<file path="src/rtl/mult_seq_hs.sv">
// Sequential shift-add multiplier, one multiplier bit per cycle, valid/ready on both sides.
// Define MULT_ACC_EN to add the acc_clr port and a running 2*WIDTH-bit accumulator on the output.
module mult_seq_hs #(
  parameter int WIDTH = 8
) (
  input  logic               clk,
  input  logic               rst,
  input  logic               in_valid,
  output logic               in_ready,
  input  logic [WIDTH-1:0]   a,
  input  logic [WIDTH-1:0]   b,
  input  logic               signed_mode,
`ifdef MULT_ACC_EN
  input  logic               acc_clr,
`endif
  output logic               out_valid,
  input  logic               out_ready,
  output logic [2*WIDTH-1:0] product
);

  localparam int PW    = 2 * WIDTH;
  localparam int CNT_W = $clog2(WIDTH + 1);

  typedef enum logic [1:0] {IDLE, CALC, DONE} state_t;

  state_t                state_q, state_d;
  logic                  in_ready_q, in_ready_d;
  logic                  out_valid_q, out_valid_d;
  logic signed [PW-1:0]  product_q, product_d;
  logic signed [PW-1:0]  partial_q, partial_d;
  logic signed [PW-1:0]  mcand_q, mcand_d;
  logic [WIDTH-1:0]      mplier_q, mplier_d;
  logic                  sm_q, sm_d;
  logic [CNT_W-1:0]      cnt_q, cnt_d;
`ifdef MULT_ACC_EN
  logic                  clr_q, clr_d;
`endif

  logic                  last_step;
  logic signed [PW-1:0]  step_sum;

  // The multiplicand is pre-shifted each cycle, so step i only ever looks at bit 0 of the
  // right-shifting multiplier; the final signed step carries negative weight.
  always_comb begin
    last_step = (cnt_q == CNT_W'(WIDTH - 1));
    step_sum  = partial_q;
    if (mplier_q[0]) begin
      if (sm_q && last_step) step_sum = partial_q - mcand_q;
      else                   step_sum = partial_q + mcand_q;
    end
  end

  always_comb begin
    state_d     = state_q;
    out_valid_d = out_valid_q;
    product_d   = product_q;
    partial_d   = partial_q;
    mcand_d     = mcand_q;
    mplier_d    = mplier_q;
    sm_d        = sm_q;
    cnt_d       = cnt_q;
`ifdef MULT_ACC_EN
    clr_d       = clr_q;
`endif
    unique case (state_q)
      IDLE: begin
        if (in_valid && in_ready_q) begin
          state_d   = CALC;
          mcand_d   = signed_mode ? {{WIDTH{a[WIDTH-1]}}, a} : {{WIDTH{1'b0}}, a};
          mplier_d  = b;
          sm_d      = signed_mode;
          cnt_d     = '0;
          partial_d = '0;
`ifdef MULT_ACC_EN
          clr_d     = acc_clr;
`endif
        end
      end
      CALC: begin
        partial_d = step_sum;
        mcand_d   = mcand_q <<< 1;
        mplier_d  = mplier_q >> 1;
        cnt_d     = cnt_q + CNT_W'(1);
        if (last_step) begin
          state_d     = DONE;
          out_valid_d = 1'b1;
`ifdef MULT_ACC_EN
          product_d   = clr_q ? step_sum : product_q + step_sum;
`else
          product_d   = step_sum;
`endif
        end
      end
      DONE: begin
        if (out_ready) begin
          state_d     = IDLE;
          out_valid_d = 1'b0;
        end
      end
      default: state_d = IDLE;
    endcase
    // in_ready is a registered view of "next state is IDLE", so it rises one edge after reset
    in_ready_d = (state_d == IDLE);
  end

  always_ff @(posedge clk or posedge rst) begin
    if (rst) begin
      state_q     <= IDLE;
      in_ready_q  <= 1'b0;
      out_valid_q <= 1'b0;
      product_q   <= '0;
      partial_q   <= '0;
      mcand_q     <= '0;
      mplier_q    <= '0;
      sm_q        <= 1'b0;
      cnt_q       <= '0;
`ifdef MULT_ACC_EN
      clr_q       <= 1'b0;
`endif
    end else begin
      state_q     <= state_d;
      in_ready_q  <= in_ready_d;
      out_valid_q <= out_valid_d;
      product_q   <= product_d;
      partial_q   <= partial_d;
      mcand_q     <= mcand_d;
      mplier_q    <= mplier_d;
      sm_q        <= sm_d;
      cnt_q       <= cnt_d;
`ifdef MULT_ACC_EN
      clr_q       <= clr_d;
`endif
    end
  end

  assign in_ready  = in_ready_q;
  assign out_valid = out_valid_q;
  assign product   = product_q;

endmodule

</file>
<file path="config.mk">
export PLATFORM = sky130hd
export DESIGN_NAME = mult_seq_hs
export DESIGN_NICKNAME = d
export VERILOG_FILES = /design/src/rtl/mult_seq_hs.sv
export SDC_FILE = /design/constraint.sdc
export NUM_CORES = 1
export LEC_CHECK = 0
export BUFFER_PORTS_ARGS = -buffer_cell sky130_fd_sc_hd__buf_2
export CAP_MARGIN = 20
export CORE_MARGIN = 3
export CORE_UTILIZATION = 30
export DETAILED_ROUTE_END_ITERATION = 6
export GPL_ROUTABILITY_DRIVEN = 0
export MAX_ROUTING_LAYER = met4
export PLACE_DENSITY = 0.43
export SLEW_MARGIN = 20
export SYNTH_ARGS = -nofsm -noshare
export SYNTH_HDL_FRONTEND = slang
export SYNTH_SLANG_ARGS = --single-unit
</file>
<file path="constraint.sdc">
create_clock -name clk -period 10.59 [get_ports clk]
set_clock_uncertainty 0.1 [all_clocks]
set_input_delay 2.118 -clock clk [delete_from_list [all_inputs] [get_ports clk]]
set_output_delay 2.118 -clock clk [all_outputs]
set_load 0.1 [all_outputs]
</file>
==> reports/summary.md <==
### Outcome
• result of the run: completed

### Global routing
• pin count of the biggest net entering global routing: 66
• global-route total usage across every layer: 15.1%
• vias in the first global route: 3037
• first-pass GRT wire length: 15.4 mm
• total overflow reported by the global router: 0
• antenna violations before repair: 0

### Timing
• setup repair after global routing missed its margin: no
• count of final max-slew check failures: 0
• Final setup violation count: 0
• Hold Vio Cnt, Final: 0
• transition time of the tightest slew-check pin: 993 ps
• shortest period the worst path allows: 3950 ps
• worst slew margin relative to its limit: 33.5%
• Setup TNS Final: 0 ps
• Fmax achieved: 253 MHz
• final worst path period share: 37.3%

### Synthesis
• summed instance area of the synthesized netlist: 3670 sq um
• number of flops mapped to enable cells by yosys: 0
• Synth async-reset ratio: 100%
• per-instance average area after synthesis: 8.98 sq um
• Unique masters post-synth: 43
• most frequently used flop master after synthesis: sky130_fd_sc_hd__dfrtp_1
• warning count from the yosys run: 0
• sequential-to-total area share from yosys stat: 44.3%
• number of standard cells after synthesis: 409
• post-synthesis sequential element count: 65
• post-synth net total: 448

### Worst setup path
• critical register-to-register path startpoint: cnt_q[0]
• worst endpoint data arrival time: 4080 ps
• Crit path required time: 10720 ps
• critical path's slowest cell: sky130_fd_sc_hd__and3b_1
• worst-path cell chain: ha_1, and3b_1, nand2_1, o21ai_0, xor2_1, ha_1, a21oi_1, o21ai_0, and3_1, a41oi_1, nor2_1, nor3_1, xor2_1, o31ai_1
• CP Max Fanout: 11
• worst reg2reg path endpoint: product[14]
• Crit path largest cell delay: 500 ps
• kind of start point of the critical path: register
• logic depth of the worst register-to-register path: 14
• setup slack of the worst register-to-register path: 6640 ps
• category of the critical setup timing path: reg2reg
• kind of end point of the critical path: register

### Detailed routing
• wire length per cell: 15.7 microns
• routed wire length: 9.22 mm
• post-DR vias/cell: 5.06
• remaining antenna violation count: 0
• DR DRC count: 0
• DR vias: 2971
• number of design-rule violations left by the first detailed-router iteration: 139
• DR pass1 iterations: 6

### Worst hold path
• critical hold path startpoint: product[3]
• instance count along the most critical hold path: 2
• class of the most critical hold timing path: reg2reg
• terminating pin of the worst hold path: product[3]

### Run
• # Max-Cap Violations: 0

### Layout
• layout cell share with drive strength beyond 1: 14.0%
• most frequent cells in the layout: 65 x sky130_fd_sc_hd__dfrtp_1, 56 x sky130_fd_sc_hd__nand2_1, 43 x sky130_fd_sc_hd__o21ai_0, 39 x sky130_fd_sc_hd__nor2_1, 38 x sky130_fd_sc_hd__buf_2
• utilization after layout: 36.8%
• summed area of non-filler cells in the final layout: 4310 sq um
• most frequent standard cell in the layout excluding fill and tap cells: sky130_fd_sc_hd__dfrtp_1
• antenna diode count: 0
• Layout area overhead: 17.3%
• number of nets at the end of the flow: 478

### Placed design
• standard cell area after detailed placement: 3980 sq um
• Buffers on Ports: 38
• half-perimeter wire length after placement: 6.43 mm

### Clock tree
• number of buffers created by CTS: 9
• clock tree from TritonCTS: built
• number of hold buffers added after cts: 0
• deepest clock path buffer count: 2
• register clock-pin slew on the reported worst setup and hold paths: 50 ps
• number of setup buffers added after CTS: 0
• clock latency reported for the late side of the worst-skew pair: 330 ps
• clock root buffer master: sky130_fd_sc_hd__clkbuf_16
• number of sinks driven by the clock tree: 65
• count of cells resized by post-cts repair: 0
• number of H-tree levels: 3

### Floorplanning
• floorplan die height: 117 microns
• Die X: 117 microns
• number of placement rows: 39
• Top-Level Pins: 39
• Starting Density: 31.4%
• area inside the core boundary: 11700 sq um
• die outline area: 13600 sq um

[worst max path at each step]
stage	start	to	slack [ps]
floorplan	rst	cnt_q[0]	6750
global placement	in_valid	partial_q[12]	6240
detailed placement	in_valid	partial_q[2]	6460
CTS	cnt_q[0]	product[15]	6580
global route	cnt_q[0]	product[15]	6180
finish	cnt_q[0]	product[14]	6640
[critical path, delay by kind of cell, from the launching register on]
family / cells / cell delay [ps]
and+or+nand+nor: 5 / 1390
adders and majority gates: 2 / 520
DFF: 1 / 380
xor gates and xnor gates: 2 / 370
AOI/OAI and AO/OA: 5 / 1090
[synthesized netlist by cell type (2+ instances only)]
cell / count / area, sq um
sky130_fd_sc_hd__ha_1: 17 / 213
sky130_fd_sc_hd__nor2_1: 39 / 146
sky130_fd_sc_hd__dfrtp_1: 65 / 1630
sky130_fd_sc_hd__nor3_1: 4 / 20.0
sky130_fd_sc_hd__or3_1: 2 / 12.5
sky130_fd_sc_hd__a22o_1: 11 / 96.3
sky130_fd_sc_hd__nor3b_1: 3 / 22.5
sky130_fd_sc_hd__and3_1: 2 / 12.5
sky130_fd_sc_hd__a21oi_1: 31 / 155
sky130_fd_sc_hd__xnor2_1: 14 / 123
sky130_fd_sc_hd__a22oi_1: 9 / 67.6
sky130_fd_sc_hd__mux2i_1: 7 / 70.1
sky130_fd_sc_hd__nand2_1: 57 / 214
sky130_fd_sc_hd__o31ai_1: 5 / 37.5
sky130_fd_sc_hd__o21ai_1: 2 / 10.0
sky130_fd_sc_hd__nand4_1: 2 / 12.5
sky130_fd_sc_hd__o211ai_1: 2 / 15.0
sky130_fd_sc_hd__nand3_1: 4 / 20.0
sky130_fd_sc_hd__or4_4: 2 / 22.5
sky130_fd_sc_hd__nand2b_1: 8 / 50.1
sky130_fd_sc_hd__nor2b_1: 3 / 18.8
sky130_fd_sc_hd__and2_1: 2 / 12.5
sky130_fd_sc_hd__inv_1: 9 / 33.8
sky130_fd_sc_hd__o22ai_1: 13 / 81.3
sky130_fd_sc_hd__o21ai_0: 44 / 220
sky130_fd_sc_hd__xor2_1: 15 / 131
sky130_fd_sc_hd__clkbuf_1: 20 / 75.1
sky130_fd_sc_hd__a311oi_1: 2 / 17.5
[cell type report]
cell class | instances | area (sq um)
Inverter | 9 | 33.8
Fill cell | 1207 | 7400
Timing Repair Buffer | 41 | 213
Clock inverter | 2 | 60.1
Multi-Input combinational cell | 313 | 1930
Tap cell | 143 | 179
Clock buffer | 14 | 264
Sequential cell | 65 | 1630
[layer usage]
metal / global-route usage, % / wire length [microns] / part of all wire, % / vias to the layer above
li1: - / - / - / 1506
met1: 20.6 / 4790 / 52 / 1401
met2: 22.6 / 4020 / 44 / 54
met3: 3.73 / 290 / 3.1 / 10
met4: 3.90 / 113 / 1.2 / 0
met5: - / 0 / 0 / -
[flip-flops by register name (all words and copies together), names as in the netlist]
signal,flops
partial_q,16
mplier_q,8
sm_q,1
cnt_q,4
in_ready,1
out_valid,1
mcand_q,16
product,16
state_q,2
[logic make-up after synthesis]
kind of cell | share of synthesized area (%)
mux | 2.21
simple gates | 16.1
fa+ha+maj | 6.34
flops | 44.3
compound gates | 20.8
buf+inv | 3.27
xor+xnor | 6.91
[through the flow]
| stage | hold slack, ps | setup slack [ps] | std cells |
|---|---|---|---|
| after floorplan | 359 | 6750 | 409 |
| after global placement | 355 | 6240 | 571 |
| after detailed placement | 365 | 6460 | 571 |
| after CTS | 377 | 6580 | 587 |
| after global routing | 404 | 6180 | 587 |
| final | 368 | 6640 | 587 |
Power is not shown: default switching activity piles up to over one toggle a cycle in this logic, so the estimate is an artifact.
